File: src/rtl/cla_pkg.sv
// Shared definitions for the pipelined carry-lookahead adder.
//   GROUP_BITS : bits per lookahead group
//   gp_t       : generate/propagate pair for a bit span
//   gp_combine : merge a higher span onto an adjacent lower span
package cla_pkg;

  localparam int unsigned GROUP_BITS = 4;

  typedef struct packed {
    logic g;
    logic p;
  } gp_t;

  // Span (hi:lo) generates if hi generates, or hi propagates a carry generated in lo.
  function automatic gp_t gp_combine(input gp_t hi, input gp_t lo);
    gp_t r;
    r.g = hi.g | (hi.p & lo.g);
    r.p = hi.p & lo.p;
    return r;
  endfunction

endpackage

File: src/rtl/cla_stage.sv
// One pipeline stage's combinational carry-lookahead adder.
//   a, b   : stage operand slices (b already conditioned for subtract)
//   cin    : carry into the slice LSB
//   sum    : slice sum
//   cout   : carry out of the slice MSB
//   c_msb  : carry into the slice MSB (signed overflow = cout ^ c_msb)
module cla_stage
  import cla_pkg::*;
#(
  parameter int unsigned WIDTH = 16
) (
  input  logic [WIDTH-1:0] a,
  input  logic [WIDTH-1:0] b,
  input  logic             cin,
  output logic [WIDTH-1:0] sum,
  output logic             cout,
  output logic             c_msb
);

  localparam int unsigned NG = WIDTH / GROUP_BITS;

  logic [WIDTH-1:0] g;
  logic [WIDTH-1:0] p;
  logic [WIDTH:0]   c;
  logic [NG:0]      gc;
  gp_t              bit_pre [WIDTH];
  gp_t              grp     [NG];

  assign g = a & b;
  assign p = a ^ b;

  // Bit prefixes inside each group, group G/P, then group carries by prefix over groups.
  always_comb begin
    gp_t bit_gp;
    gp_t acc;
    c       = '0;
    gc      = '0;
    bit_gp  = '0;
    acc     = '0;
    bit_pre = '{default: '0};
    grp     = '{default: '0};

    for (int gi = 0; gi < int'(NG); gi++) begin
      for (int j = 0; j < int'(GROUP_BITS); j++) begin
        bit_gp.g = g[gi*GROUP_BITS + j];
        bit_gp.p = p[gi*GROUP_BITS + j];
        if (j == 0) begin
          bit_pre[gi*GROUP_BITS] = bit_gp;
        end else begin
          bit_pre[gi*GROUP_BITS + j] = gp_combine(bit_gp, bit_pre[gi*GROUP_BITS + j - 1]);
        end
      end
      grp[gi] = bit_pre[gi*GROUP_BITS + GROUP_BITS - 1];
    end

    gc[0] = cin;
    for (int gi = 0; gi < int'(NG); gi++) begin
      acc       = (gi == 0) ? grp[0] : gp_combine(grp[gi], acc);
      gc[gi+1]  = acc.g | (acc.p & cin);
    end

    // Bit carries come from the in-group prefix applied to the group carry-in.
    for (int gi = 0; gi < int'(NG); gi++) begin
      c[gi*GROUP_BITS] = gc[gi];
      for (int j = 0; j < int'(GROUP_BITS) - 1; j++) begin
        c[gi*GROUP_BITS + j + 1] = bit_pre[gi*GROUP_BITS + j].g
                                 | (bit_pre[gi*GROUP_BITS + j].p & gc[gi]);
      end
    end
    c[WIDTH] = gc[NG];
  end

  assign sum   = p ^ c[WIDTH-1:0];
  assign cout  = c[WIDTH];
  assign c_msb = c[WIDTH-1];

endmodule

File: src/rtl/pipelined_cla_adder.sv
// Pipelined add/subtract built from STAGES lookahead slices with valid/ready flow.
//   clk, rst             : clock, synchronous active-high reset
//   in_valid / in_ready  : operand handshake (in_ready = advance enable)
//   a, b, cin, sub       : operands, carry/borrow-in, 0=add 1=subtract
//   out_valid / out_ready: result handshake
//   sum, cout, ovf, zero : registered result, raw MSB carry, signed overflow, sum==0
module pipelined_cla_adder
  import cla_pkg::*;
#(
  parameter int unsigned WIDTH  = 32,
  parameter int unsigned STAGES = 2
) (
  input  logic             clk,
  input  logic             rst,
  input  logic             in_valid,
  output logic             in_ready,
  input  logic [WIDTH-1:0] a,
  input  logic [WIDTH-1:0] b,
  input  logic             cin,
  input  logic             sub,
  output logic             out_valid,
  input  logic             out_ready,
  output logic [WIDTH-1:0] sum,
  output logic             cout,
  output logic             ovf,
  output logic             zero
);

  localparam int unsigned SW = WIDTH / STAGES;

  logic             adv;
  logic [WIDTH-1:0] last_res;
  logic             last_co;
  logic             last_cm;
  logic             last_v;

  // Whole pipeline moves together; it only freezes behind an unaccepted result.
  assign adv      = ~out_valid | out_ready;
  assign in_ready = adv;

  for (genvar k = 0; k < int'(STAGES); k++) begin : g_st
    localparam int unsigned REM  = WIDTH - k*SW;   // operand bits not yet summed
    localparam int unsigned DONE = (k+1)*SW;       // result bits complete after this stage

    logic [REM-1:0]  ra;
    logic [REM-1:0]  rb;
    logic            rc;
    logic            rv;
    logic [DONE-1:0] res_d;
    logic [SW-1:0]   s;
    logic            co;
    logic            cm;

    // Subtract is a + ~b with inverted carry-in, so cin acts as borrow-in.
    if (k == 0) begin : g_in
      assign ra = a;
      assign rb = b ^ {WIDTH{sub}};
      assign rc = cin ^ sub;
      assign rv = in_valid & adv;
    end else begin : g_link
      assign ra = g_st[k-1].g_reg.a_q;
      assign rb = g_st[k-1].g_reg.b_q;
      assign rc = g_st[k-1].g_reg.c_q;
      assign rv = g_st[k-1].g_reg.v_q;
    end

    cla_stage #(.WIDTH(SW)) u_stage (
      .a    (ra[SW-1:0]),
      .b    (rb[SW-1:0]),
      .cin  (rc),
      .sum  (s),
      .cout (co),
      .c_msb(cm)
    );

    if (k == 0) begin : g_res0
      assign res_d = s;
    end else begin : g_resn
      assign res_d = {s, g_st[k-1].g_reg.r_q};
    end

    if (k < int'(STAGES) - 1) begin : g_reg
      logic [REM-SW-1:0] a_q;
      logic [REM-SW-1:0] b_q;
      logic [DONE-1:0]   r_q;
      logic              c_q;
      logic              v_q;

      // Skew register: remaining high operand bits, finished low result bits, slice carry.
      always_ff @(posedge clk) begin
        if (rst) begin
          a_q <= '0;
          b_q <= '0;
          r_q <= '0;
          c_q <= 1'b0;
          v_q <= 1'b0;
        end else if (adv) begin
          a_q <= ra[REM-1:SW];
          b_q <= rb[REM-1:SW];
          r_q <= res_d;
          c_q <= co;
          v_q <= rv;
        end
      end
    end else begin : g_last
      assign last_res = res_d;
      assign last_co  = co;
      assign last_cm  = cm;
      assign last_v   = rv;
    end
  end

  // Output register: final pipeline level.
  always_ff @(posedge clk) begin
    if (rst) begin
      out_valid <= 1'b0;
      sum       <= '0;
      cout      <= 1'b0;
      ovf       <= 1'b0;
      zero      <= 1'b0;
    end else if (adv) begin
      out_valid <= last_v;
      sum       <= last_res;
      cout      <= last_co;
      ovf       <= last_co ^ last_cm;
      zero      <= (last_res == '0);
    end
  end

endmodule

File: config.mk
export PLATFORM = sky130hd
export DESIGN_NAME = pipelined_cla_adder
export DESIGN_NICKNAME = d
export VERILOG_FILES = /design/src/rtl/cla_pkg.sv /design/src/rtl/cla_stage.sv /design/src/rtl/pipelined_cla_adder.sv
export SDC_FILE = /design/constraint.sdc
export NUM_CORES = 1
export LEC_CHECK = 0
export ABC_CLOCK_PERIOD_IN_PS = 4000
export BUFFER_PORTS_ARGS = -buffer_cell sky130_fd_sc_hd__buf_2
export CAP_MARGIN = 20
export CORE_UTILIZATION = 54
export DETAILED_ROUTE_END_ITERATION = 10
export GPL_TIMING_DRIVEN = 0
export PLACE_DENSITY = 0.91
export SETUP_SLACK_MARGIN = 0.05
export SLEW_MARGIN = 20
export SYNTH_ARGS = -nofsm -noshare
export SYNTH_HDL_FRONTEND = slang
export SYNTH_SLANG_ARGS = --single-unit
File: constraint.sdc
create_clock -name clk -period 4 [get_ports clk]
set_input_delay 0.2 -clock clk [delete_from_list [all_inputs] [get_ports clk]]
set_output_delay 0.2 -clock clk [all_outputs]
set_load 0.01 [all_outputs]
Word level (Yosys, flattened, before mapping)
Index checks and enable logic that the tools add are counted.

word-level totals
  flip-flop bits (word level) = 86
  input bits = 70
  output and inout port bits = 37
  word-level logic and storage cells = 177

cells by class
  bitwise gates (word level) = 166
  reduce and logical (&&, ||, !) cells = 1

operators by type and width
  kind                count
  bitwise AND 1 bit   93
  bitwise XOR 16 bit  4
  OR 1 bit            63
  bitwise AND 16 bit  2
  logical NOT 32 bit  1
  bitwise XOR 32 bit  1
  bitwise XOR 1 bit   2
  inverter 1 bit      1

Depth between registers and ports, before layout
Gate-level depths: netlist of the first run.

  word-level depth = 16
  depth in mapped cells = 15
  mapped depth without buffers = 13

By module
From an unflattened synthesis of the first run, not the netlist that was laid out.

second synthesis, totals
  cell total of the unflattened synthesis = 628
  area total of the unflattened synthesis = 5146.2 sq um

modules (own cells, without submodules)
  module               times used  cells an instance  area each (sq um)
  pipelined_cla_adder  1           406                3447.1
  cla_stage            2           111                849.6

Worst setup path after synthesis of the first run
OpenSTA, ideal clock, no wires.

  path type = input to register
  start point = input sub
  end point = register g_st[0].g_reg.r_q[12]
  data arrival time = 3523 ps
  required time = 3914 ps
  setup slack = 391 ps
  stages = 13
  buffers on the path = 3
  cell sequence = buf_6 clkbuf_1 buf_1 xor2_1 ha_1 and3_1 a221o_2 o22ai_2 o211ai_2 o211ai_2 nor2b_1 fa_1 a211oi_1

on the way
  word-level cells in the longest chain between the ends = 14
  elaborated cells between the ends (all ways) = 40
  those cells by class = bitwise: 40

RTL lines
  what                                                      line                              text
  start, declared                                           pipelined_cla_adder.sv:20         input logic sub,
  bitwise XOR 32 bit                                        pipelined_cla_adder.sv:57         assign rb = b ^ {WIDTH{sub}};
  bitwise XOR 16 bit or bitwise AND 16 bit (tied branches)  cla_stage.sv:30, cla_stage.sv:29
  bitwise AND 1 bit                                         cla_pkg.sv:17                     r.g = hi.g | (hi.p & lo.g);
  OR 1 bit                                                  cla_pkg.sv:17
  bitwise AND 1 bit                                         cla_pkg.sv:17
  OR 1 bit                                                  cla_pkg.sv:17
  bitwise AND 1 bit                                         cla_pkg.sv:17
  OR 1 bit                                                  cla_pkg.sv:17
  bitwise AND 1 bit                                         cla_pkg.sv:17
  OR 1 bit                                                  cla_pkg.sv:17
  bitwise AND 1 bit                                         cla_pkg.sv:17
  OR 1 bit                                                  cla_pkg.sv:17
  OR 1 bit                                                  cla_stage.sv:59                   gc[gi+1] = acc.g | (acc.p & cin);
  bitwise XOR 16 bit (*)                                    cla_stage.sv:73                   assign sum = p ^ c[WIDTH-1:0];
  end signal, assigned                                      pipelined_cla_adder.sv:100        r_q <= res_d;
  end, declared                                             pipelined_cla_adder.sv:85         logic [DONE-1:0] r_q;

Mark *: on every way between the ends. The rest lies on a longest branch, timed or not.
A chain may end at the register's enable or synchronous reset.

Worst setup path in the final report of the first run
  start point = register g_st[0].g_reg.a_q[8]
  end point = register zero

on the way
  word-level cells in the longest chain between the ends = 13
  elaborated cells between the ends (all ways) = 30
  those cells by class = bitwise: 29; reduce/logical: 1

RTL lines
  what                    line                        text
  start, declared         pipelined_cla_adder.sv:83   logic [REM-SW-1:0] a_q;
  start signal, assigned  pipelined_cla_adder.sv:98   a_q <= ra[REM-1:SW];
  bitwise AND 16 bit      cla_stage.sv:29             assign g = a & b;
  bitwise AND 1 bit       cla_pkg.sv:17
  OR 1 bit                cla_pkg.sv:17
  bitwise AND 1 bit       cla_pkg.sv:17
  OR 1 bit                cla_pkg.sv:17
  bitwise AND 1 bit       cla_pkg.sv:17
  OR 1 bit (2 in a row)   cla_pkg.sv:17
  OR 1 bit                cla_stage.sv:59
  bitwise AND 1 bit       cla_stage.sv:67             | (bit_pre[gi*GROUP_BITS + j].p & gc[gi]);
  OR 1 bit                cla_stage.sv:67
  bitwise XOR 16 bit (*)  cla_stage.sv:73
  logical NOT 32 bit (*)  pipelined_cla_adder.sv:126  zero <= (last_res == '0);
  end signal, assigned    pipelined_cla_adder.sv:126
  end, declared           pipelined_cla_adder.sv:26   output logic zero

Marks and branches as above.

==> summary.md, run 1 <==
| Metric | Value |
|---|---|
| CP Data Required Time | approximately 4.3 ns |
| Seq/Total Area, Yosys | between 30 and 40% |
| Grt ovf | 0 |
| Status | complete, no violations |
| Row cnt | 33 |
| Mapped Area | 4670 um2 |
| Critical Path Start Type | register |
| Clk slew on worst S/H paths | 0.08 ns |
| Avg Cell Area, Syn | 8.49 um2 |
| Most common cell after layout, fill and taps aside | buf_2 |
| Post-CTS Setup Inserts | 0 |
| HPWL after DPL | approximately 9.3 mm |
| Antenna violations before repair | 0 |
| Fin crit period | ~3.5 ns |
| Fin area | between 5000 and 6000 um2 |
| Routed WL per cell | approximately 16 um |
| Relative slew slack | around 45% |
| Vias in the first global route | approximately 4300 |
| Synth warn | 0 |
| Post-synth EDFFs | 0 |
| DRT antenna net count | 0 |
| DRC viols | 0 |
| Clk Latency, worst-skew pair | around 0.36 ns |
| Pwr/cell area | about 420 nW/um2 |
| Gr usage total | between 20% and 30% |
| CP Capture Type | register |
| Die height | around 95 um |
| Worst slew pin tran | slightly above 0.8 ns |
| Slew Viols, Final | 0 |
| Setup violators final | 0 |
| Vias | 4373 |
| Total iterations of the first detailed-routing run | 6 |
| Syn nets | 660 |
| I/O Buffers | roughly 110 |
| Most frequent cells in the layout | buf_2, nand2_1, dfxtp_1, a21oi_1, nor2_1 |
| CTS buffer count | 9 |
| Final Power | about 2.3 mW |
| CTS sink count | 86 |
| Die footprint | 9020 um2 |
| DR iter-0 viols | around 250 |
| Diode count | 0 |
| Htree depth | 3 |
| Worst path slowest cell | or4_1 |
| Cts hold-fix bufs | 0 |
| Maximum VDD drop | roughly 300 uV |
| Initial core utilization | between 50% and 60% |
| Netlist cell types | between 50 and 60 |
| Max clock buf depth | 2 |
| Post-cts sizing count | 0 |
| First-pass GRT wire length | between 15 and 20 mm |
| Hold Vio Cnt, Final | 0 |
| Final period util | 87.3% |
| Synth-to-Final Area Change | 18.7% |
| Total core area | roughly 8300 um2 |
| Final WL | 12.1 mm |
| Die X-Extent | about 95 um |
| Cell Area, Placed | between 5000 and 6000 um2 |
| Bufs and invs on worst path | 0 |
| Data arrival time of the worst path | 3.79 ns |
| Flops & latches, synth | 86 |
| RSZ-0062 raised after global routing | no |
| Top delay family on crit path | simple AND/OR/NAND/NOR gates |
| Worst hold path class | input port to register |
| Leakage power | about 2.5 nW |
| Post-DR vias/cell | between 5 and 6 |
| Slowest stage delay, CP | 0.50 ns |
| Fill count | 670 |
| Root buffer cell | clkbuf_8 |
| WS Path Type | register to register |
| RD Place Congestion | between 0.8 and 0.9 |
| Crit Path Max Fanout | 5 |
| Top FF cell, synth | dfxtp_1 |
| CTS tree | yes |
| Layout cell share with drive strength beyond 1 | approximately a fifth |
| NumNets Final | approximately 780 |
| Syn Inst Count | 550 |
| CP Cell Sequence | ha_1, or4_1, o22ai_1, nor3_2, or3_1, fa_1, xnor2_1, nand4_1, nor4_1, o211ai_1, o21ai_1 |
| Clock Skew | between 0.01 and 0.015 ns |
| Synth async-reset ratio | 0% |
| Largest net degree at the start of global routing | 16 |
| I/O Pins | between 100 and 150 |
| MaxCap Viol Count | 0 |
| Fmax | roughly 290 MHz |
-- cell type report --
class	count	area, um2	share of cell area, %
buffer	30	120	2.17
clock buffer	9	124	2.24
clock inverter	7	97.6	1.76
inverter	20	75.1	1.35
multi-input combinational	413	2750	49.6
sequential	86	1720	31.1
tap	105	131	2.37
timing repair buffer	105	526	9.48
-- stage by stage --
| step | TNS [ns] | hold slack [ns] | cells | setup slack (ns) | utilization, % |
|---|---|---|---|---|---|
| final | 0 | 0.0734 | 775 | 0.508 | 66.8 |
| after CTS | 0 | 0.0722 | 776 | 0.133 | 66.8 |
| after floorplan | 0 | 0.340 | 550 | 0.391 | - |
| after global placement | -0.0816 | 0.438 | 760 | -0.0816 | 64.1 |
| after global routing | 0 | 0.0772 | 775 | 0.344 | 66.8 |
| after detailed placement | -0.519 | 0.442 | 760 | -0.235 | 64.1 |
-- state kept, by name, indices dropped and copies added, names as in the netlist --
signal	count
cout	1
g_st.g_reg.a_q	16
g_st.g_reg.b_q	16
g_st.g_reg.c_q	1
g_st.g_reg.r_q	16
g_st.g_reg.v_q	1
out_valid	1
ovf	1
sum	32
zero	1
-- worst reg2reg max path, delay by kind of cell (launching register included) --
family / cells / cell delay (ns)
AO/OA/AOI/OAI: 3 / 0.55
XOR/XNOR: 1 / 0.31
adder cells (fa/ha/maj): 2 / 0.61
flip-flops: 1 / 0.34
AND/OR/NAND/NOR: 5 / 1.62
-- power breakdown --
group          internal, mW  switching (mW)  leakage, nW
Combinational         0.267           0.334         1.71
Clock                 0.353           0.323        0.106
Sequential            0.954          0.0682        0.713
-- per-layer routing --
layer	vias to the layer above	global-route usage [%]	part of all wire, %
met3	31	5.72	7.3
met2	188	50.1	49
met5	-	0	0
li1	2125	-	-
met1	2029	34.0	40
met4	0	11.4	2.8
-- synth_stat cells, types with 3 or more instances --
cell type  instances  area share (%)
nand2_1           97             7.8
or3_1              4            0.54
nor2b_1            3            0.40
dfxtp_1           86              37
nor2_1            49             3.9
inv_1             19             1.5
a21oi_1           62             6.6
ha_1              32             8.6
a21o_1             5            0.80
or4_1              3            0.48
nand4_1            3            0.40
and2_1             3            0.40
and3_1             3            0.40
o21a_1             5            0.80
or2_2              3            0.40
nor3_1             9            0.97
a211oi_1          28             4.5
xnor2_1           23             4.3
nor4_1             4            0.54
fa_1               8             3.4
nand3_1            7            0.75
o21ai_0            5            0.54
buf_1              3            0.24
clkbuf_1          27             2.2
xor2_1            25             4.7
-- cells by family after synthesis --
kind of cell               after synthesis  share of synthesized area [%]
AOI/OAI and AO/OA                      130                           19.0
xor gates and xnor gates                49                           9.60
adders and majority gates               40                           12.0
buffers and inverters                   51                           4.26
DFF                                     86                           36.9
muxes                                    2                          0.456
and+or+nand+nor                        192                           17.8
-- worst paths after layout --
check	from	end	slack, ns	depth (start not counted)
setup / recovery	g_st[0].g_reg.a_q[8]	zero	0.51	11
hold / removal	in_valid	g_st[0].g_reg.v_q	0.07	3
setup reg to reg	g_st[0].g_reg.a_q[8]	zero	0.51	11
hold reg to reg	sum[5]	sum[5]	0.45	2
Note: power is estimated with default switching activity, not from simulation.
==> inputs of run 2 (changes only) <==
--- a/config.mk
+++ b/config.mk
@@ -11,8 +11,10 @@
 export CORE_UTILIZATION = 54
 export DETAILED_ROUTE_END_ITERATION = 10
 export GPL_TIMING_DRIVEN = 0
+export MAX_ROUTING_LAYER = met4
 export PLACE_DENSITY = 0.91
 export SETUP_SLACK_MARGIN = 0.05
+export SKIP_LAST_GASP = 1
 export SLEW_MARGIN = 20
 export SYNTH_ARGS = -nofsm -noshare
 export SYNTH_HDL_FRONTEND = slang
==> summary.md, run 2 (synthesis results as in run 1) <==
| Metric | Value |
|---|---|
| Status | complete, no violations |
| CTS sink count | 86 (unchanged) |
| Slew Viols, Final | 0 (unchanged) |
| Post-CTS Setup Inserts | 0 (unchanged) |
| Critical Path Start Type | register |
| Clock Skew | 0.00917 ns (-0.000871 ns) |
| R2R Path Start | g_st[0].g_reg.a_q[8] |
| Die X-Extent | 95.0 um (unchanged) |
| Max reg flops | 32 (unchanged) |
| Fin crit period | 3.51 ns (+0.0205 ns) |
| I/O Buffers | 105 (unchanged) |
| Post-Place Setup Slack | -0.258 ns (-0.0227 ns) |
| Die height | 95.0 um (unchanged) |
| Cts hold-fix bufs | 0 (unchanged) |
| Gr usage total | 29.2% (+0.58 points) |
| Largest net degree at the start of global routing | 16 (unchanged) |
| CP Cell Sequence | ha_1, or4_1, o22ai_1, nor3_2, or3_1, fa_1, xnor2_1, nand4_1, nor4_1, o211ai_1, o21ai_1 |
| MaxCap Viol Count | 0 (unchanged) |
| Vias | 4366 (-0.16%) |
| FF-to-FF setup slack | 0.49 ns (-0.02 ns) |
| WL met3 | 785 um (-11%) |
| Met2 WL | 5.98 mm (-0.10%) |
| Crit Reg-Reg Endpoint | zero |
| Maximum VDD drop | 202 uV (-33%) |
| Diode count | 0 (unchanged) |
| Setup tns final | 0 ns (unchanged) |
| DRC viols | 0 (unchanged) |
| RD Place Congestion | 0.863 (+1.2%) |
| Relative slew slack | 46.4% (+1.0 points) |
| WS Path Type | register to register |
| Leakage power | 2.52 nW (-0.25%) |
| Fmax | 285 MHz (-0.58%) |
| Slowest stage delay, CP | 0.51 ns (about the same) |
| Total core area | 8300 um2 (unchanged) |
| First-pass GRT wire length | 19.3 mm (-1.4%) |
| Data arrival time of the worst path | 3.80 ns (about the same) |
| CTS tree | yes |
| Met1 wire length | 4.82 mm (-1.7%) |
| RSZ-0062 raised after global routing | no |
| Total iterations of the first detailed-routing run | 5 (-1) |
| Hold Startpoint | a[30] |
| Top Metal Used | met4 |
| Hold Path Sink | g_st[0].g_reg.a_q[14] |
| Fill count | 677 (+1.0%) |
| Antenna violations before repair | 0 (unchanged) |
| Final period util | 87.8% (+0.51 points) |
| Max clock buf depth | 2 (unchanged) |
| Post-DR vias/cell | 5.63 (-0.16%) |
| CP Data Required Time | 4.29 ns (about the same) |
| Htree depth | 3 (unchanged) |
| CP Capture Type | register |
| Most common cell after layout, fill and taps aside | buf_2 |
| Top delay family on crit path | simple AND/OR/NAND/NOR gates |
| Hold Vio Cnt, Final | 0 (unchanged) |
| Layout cell share with drive strength beyond 1 | 20.7% (unchanged) |
| DRT antenna net count | 0 (unchanged) |
| Fin cells | 775 (unchanged) |
| Setup ws final | 0.487 ns (-0.0205 ns) |
| Top reg by flops | sum |
| HPWL after DPL | 9.42 mm (+0.98%) |
| Root buffer cell | clkbuf_8 |
| Post-cts sizing count | 0 (unchanged) |
| Setup violators final | 0 (unchanged) |
| Worst hold path class | input port to register |
| Die footprint | 9020 um2 (unchanged) |
| Worst path slowest cell | or4_1 |
| Clk Latency, worst-skew pair | 0.36 ns (about the same) |
| Reg2Reg Depth | 11 (unchanged) |
| Final Power | 2.24 mW (-2.7%) |
| Row cnt | 33 (unchanged) |
| Bufs and invs on worst path | 0 (unchanged) |
| Synth-to-Final Area Change | 18.2% |
| Inst Count DP | 760 (unchanged) |
| Initial core utilization | 56.2% (unchanged) |
| Pwr/cell area | 406 nW/um2 (-2.3%) |
| NumNets Final | 775 (unchanged) |
| Crit Path Max Fanout | 5 (unchanged) |
| DR iter-0 viols | 307 (+24%) |
| Routed WL per cell | 15.6 um (-0.54%) |
| Most frequent cells in the layout | buf_2, nand2_1, dfxtp_1, a21oi_1, nor2_1 |
| WHS Path Cells | 3 (unchanged) |
| I/O Pins | 107 (unchanged) |
| Clk slew on worst S/H paths | 0.08 ns (about the same) |
| Vias in the first global route | 4237 (-0.61%) |
| Grt ovf | 0 (unchanged) |
| Final WL | 12.1 mm (-0.54%) |
| CTS buffer count | 9 (unchanged) |
| Worst slew pin tran | 0.804 ns (-0.0151 ns) |
run 2: cell types whose count changed in the layout (fill, tap and decap cells not counted):
cell	before	now
clkinv_2	1	2
bufinv_16	2	1
clkinvlp_4	2	1
clkinv_4	1	2
run 2: layout make-up:
type	instances	area, um2	share of cell area, %
buffer	30	120	2.18
multi-input combinational	413	2750	49.8
inverter	20	75.1	1.36
tap	105	131	2.38
sequential	86	1720	31.2
clock inverter	7	73.8	1.34
clock buffer	9	124	2.24
timing repair buffer	105	526	9.52
run 2: worst max path at each step:
| stage | depth (start not counted) | slack, ns | from | end |
|---|---|---|---|---|
| 4_1_cts | 13 | 0.13 | sub | g_st[0].g_reg.r_q[12] |
| 3_5_place_dp | 13 | -0.26 | sub | g_st[0].g_reg.r_q[12] |
| 6_report | 11 | 0.49 | g_st[0].g_reg.a_q[8] | zero |
| 2_1_floorplan | 13 | 0.39 | sub | g_st[0].g_reg.r_q[12] |
| 5_1_grt | 11 | 0.27 | g_st[0].g_reg.a_q[8] | zero |
| 3_3_place_gp | 13 | -0.08 | sub | g_st[0].g_reg.r_q[12] |
run 2: power by group:
group          internal, mW  total, mW  switching (mW)
logic                 0.267      0.602           0.335
clock network         0.290      0.613           0.323
registers             0.954       1.02          0.0683
run 2: worst register-to-register path: cells and delay by family, from the launching register on:
family                     cells  cell delay [ns]
DFF                            1             0.34
adders and majority gates      2             0.61
and+or+nand+nor                5             1.58
AOI/OAI and AO/OA              3             0.58
xor gates and xnor gates       1             0.33
run 2: per-layer routing:
| layer | vias up | global-route usage (%) |
|---|---|---|
| met3 | 42 | 5.23 |
| met5 | - | - |
| met4 | 0 | 14.4 |
| li1 | 2122 | - |
| met2 | 178 | 48.9 |
| met1 | 2024 | 33.4 |
run 2: per-stage QoR:
step	hold WS [ns]	utilization [%]	cell area [um2]
after global placement	0.439	64.1	5320
after floorplan	0.340	-	4670
after detailed placement	0.444	64.1	5320
final	0.0785	66.5	5520
after global routing	0.0730	66.5	5520
after CTS	0.0662	66.5	5520
==> inputs of run 3 (changes only) <==
--- a/config.mk
+++ b/config.mk
@@ -8,11 +8,11 @@
 export ABC_CLOCK_PERIOD_IN_PS = 4000
 export BUFFER_PORTS_ARGS = -buffer_cell sky130_fd_sc_hd__buf_2
 export CAP_MARGIN = 20
-export CORE_UTILIZATION = 54
+export CORE_UTILIZATION = 45
 export DETAILED_ROUTE_END_ITERATION = 10
 export GPL_TIMING_DRIVEN = 0
 export MAX_ROUTING_LAYER = met4
-export PLACE_DENSITY = 0.91
+export PLACE_DENSITY = 0.68
 export SETUP_SLACK_MARGIN = 0.05
 export SKIP_LAST_GASP = 1
 export SLEW_MARGIN = 20
==> constraint.sdc (replaced) <==
create_clock -name clk -period 4 [get_ports clk]
set_input_delay 0.2 -clock clk [delete_from_list [all_inputs] [get_ports clk]]
set_output_delay 0.2 -clock clk [all_outputs]
set_load 0.1 [all_outputs]
==> summary.md, run 3 (synthesis results as in run 1) <==
| Metric | Value |
|---|---|
| CP Capture Type | register |
| Grt ovf | 0 (unchanged) |
| Bufs and invs on worst path | 0 (unchanged) |
| Initial core utilization | 47.1% (-9.1 points) |
| Most common cell after layout, fill and taps aside | buf_2 |
| NumNets Final | 775 (unchanged) |
| Post-DR vias/cell | 5.23 (-7.1%) |
| DRT antenna net count | 0 (unchanged) |
| Data arrival time of the worst path | 3.78 ns (-0.02 ns) |
| MaxCap Viol Count | 0 (unchanged) |
| Clk pwr share | 26.2% (-1.2 points) |
| Die footprint | 10800 um2 (+20%) |
| I/O Buffers | 105 (unchanged) |
| Clock Skew | 0.0105 ns (+0.00132 ns) |
| Layout cell share with drive strength beyond 1 | 20.5% (-0.27 points) |
| Maximum VDD drop | 238 uV (+18%) |
| Flip-flop and latch area | 1720 um2 (unchanged) |
| CTS sink count | 86 (unchanged) |
| Area of the multi-input gates | 2750 um2 (unchanged) |
| Final Power | 2.56 mW (+14%) |
| Leakage power | 2.52 nW (about the same) |
| CP Data Required Time | 4.29 ns (about the same) |
| WS Path Type | register to register |
| Worst slew pin tran | 0.734 ns (-0.0697 ns) |
| Inst Count DP | 788 (+3.7%) |
| Clk slew on worst S/H paths | 0.09 ns (about the same) |
| FF-to-FF setup slack | 0.51 ns (+0.03 ns) |
| CTS tree | yes |
| Row cnt | 36 (+9.1%) |
| Fill count | 983 (+45%) |
| Pwr/cell area | 459 nW/um2 (+13%) |
| Largest net degree at the start of global routing | 15 (-1) |
| Crit Path Max Fanout | 5 (unchanged) |
| Top reg by flops | sum |
| Diode count | 0 (unchanged) |
| Root buffer cell | clkbuf_8 |
| I/O Pins | 107 (unchanged) |
| Critical path depth in cells | 11 (unchanged) |
| CP startpoint | g_st[0].g_reg.a_q[8] |
| Status | complete, no violations |
| Critical Path Start Type | register |
| Worst hold path class | input port to register |
| DR iter-0 viols | 178 (-42%) |
| Final period util | 87.2% (-0.66 points) |
| Clk Latency, worst-skew pair | 0.36 ns (about the same) |
| Relative slew slack | 51.1% (+4.6 points) |
| Top delay family on crit path | simple AND/OR/NAND/NOR gates |
| Total core area | 9910 um2 (+19%) |
| Most frequent cells in the layout | buf_2, nand2_1, dfxtp_1, a21oi_1, nor2_1 |
| Net Sw Power | 0.988 mW (+36%) |
| HPWL after DPL | 9.47 mm (+0.46%) |
| Fin crit period | 3.49 ns (-0.0265 ns) |
| Final WL | 12.0 mm (-0.58%) |
| Fin cells | 802 (+3.5%) |
| Vias | 4196 (-3.9%) |
| CTS buffer count | 9 (unchanged) |
| Synth-to-Final Area Change | 19.3% |
| Crit path capture | zero |
| DRC viols | 0 (unchanged) |
| Util after Layout | 56.2% (-10 points) |
| Crit Reg-Reg Endpoint | zero |
| RD Place Congestion | 0.895 (+3.7%) |
| WHS | 0.0719 ns (-0.00657 ns) |
| Fraction of power spent switching nets | 38.6% (+6.2 points) |
| Sequential Power Share | 39.9% (-5.8 points) |
| Routed WL per cell | 14.9 um (-3.9%) |
| Slew Viols, Final | 0 (unchanged) |
| Reg2Reg Depth | 11 (unchanged) |
| RSZ-0062 raised after global routing | no |
| Max reg flops | 32 (unchanged) |
| CP Cell Sequence | ha_1, or4_1, o22ai_1, nor3_2, or3_1, fa_1, nor3_1, nand4_1, nor4_1, o211ai_1, o21ai_1 |
| Die height | 104 um (+9.3%) |
| Setup violators final | 0 (unchanged) |
| Gr usage total | 23.8% (-5.4 points) |
| Die X-Extent | 104 um (+9.3%) |
| First-pass GRT wire length | 19.9 mm (+2.8%) |
| Pint | 1.57 mW (+3.9%) |
| Worst path slowest cell | or4_1 |
| Combinational share of power | 33.9% (+7.0 points) |
| R2R Path Start | g_st[0].g_reg.a_q[8] |
| Max clock buf depth | 2 (unchanged) |
| Vias in the first global route | 4171 (-1.6%) |
| Slowest stage delay, CP | 0.55 ns (+0.04 ns) |
| Total iterations of the first detailed-routing run | 4 (-1) |
| Htree depth | 3 (unchanged) |
| Antenna violations before repair | 0 (unchanged) |
| Hold Vio Cnt, Final | 0 (unchanged) |
| Fmax | 287 MHz (+0.76%) |
| Post-cts sizing count | 0 (unchanged) |
[run 3: cell types whose count changed in the layout (fill, tap and decap cells not counted)]
cell	before	now
bufinv_16	1	2
clkbuf_1	26	27
clkinv_2	2	0
clkinv_4	2	0
clkinvlp_4	1	2
[run 3: power by group through the flow]
stage | combinational, mW | clock [mW] | sequential, mW
after floorplan | 0.395 | 0 | 1.31
after global placement | 0.849 | 0 | 1.04
after detailed placement | 0.865 | 0 | 1.04
after CTS | 0.869 | 0.675 | 1.02
after global routing | 0.936 | 0.718 | 1.03
final | 0.867 | 0.671 | 1.02
[run 3: area by class of cell]
type	instances	share of cell area, %
multi-input combinational	413	49.3
sequential	86	30.9
timing repair buffer	105	9.44
tap	133	2.99
clock buffer	10	2.29
buffer	30	2.16
clock inverter	5	1.51
inverter	20	1.35
[run 3: worst reg2reg max path: cells and delay by family (launching register included)]
kind / cells / cell delay (ns)
AO/OA/AOI/OAI: 3 / 0.55
adder cells (fa/ha/maj): 2 / 0.73
flip-flops: 1 / 0.34
AND/OR/NAND/NOR: 6 / 1.80
[run 3: repair_timing]
item	4_1_cts	5_1_grt
hold endpoints to repair	0	0
buffers inserted	0	0
endpoints found under the setup margin	0	3
hold buffers	0	0
[run 3: worst min path at each step]
stage / slack (ns) / cells past startpoint / endpoint / start
finish: 0.07 / 3 / g_st[0].g_reg.v_q / in_valid
global route: 0.06 / 3 / g_st[0].g_reg.v_q / in_valid
CTS: 0.06 / 3 / g_st[0].g_reg.v_q / in_valid
detailed placement: 0.44 / 2 / sum[0] / sum[0]
global placement: 0.44 / 2 / sum[0] / sum[0]
floorplan: 0.34 / 2 / g_st[0].g_reg.a_q[0] / a[16]
[run 3: metal layers]
metal  vias up  global-route usage (%)  routed length (um)
met1      1942                    29.2                5340
met4         0                    6.53                 144
li1       2121                       -                   -
met3        14                    3.84                 653
met5         -                       -                   0
met2       119                    40.5                5840
[run 3: stage by stage]
stage          setup WS (ns)  setup TNS [ns]  instance area (um2)
2_1_floorplan          0.391               0                 4670
6_report               0.514               0                 5570
5_1_grt                0.375               0                 5570
3_5_place_dp          -0.242          -0.563                 5360
4_1_cts                0.103               0                 5570
3_3_place_gp          -0.188          -0.289                 5360
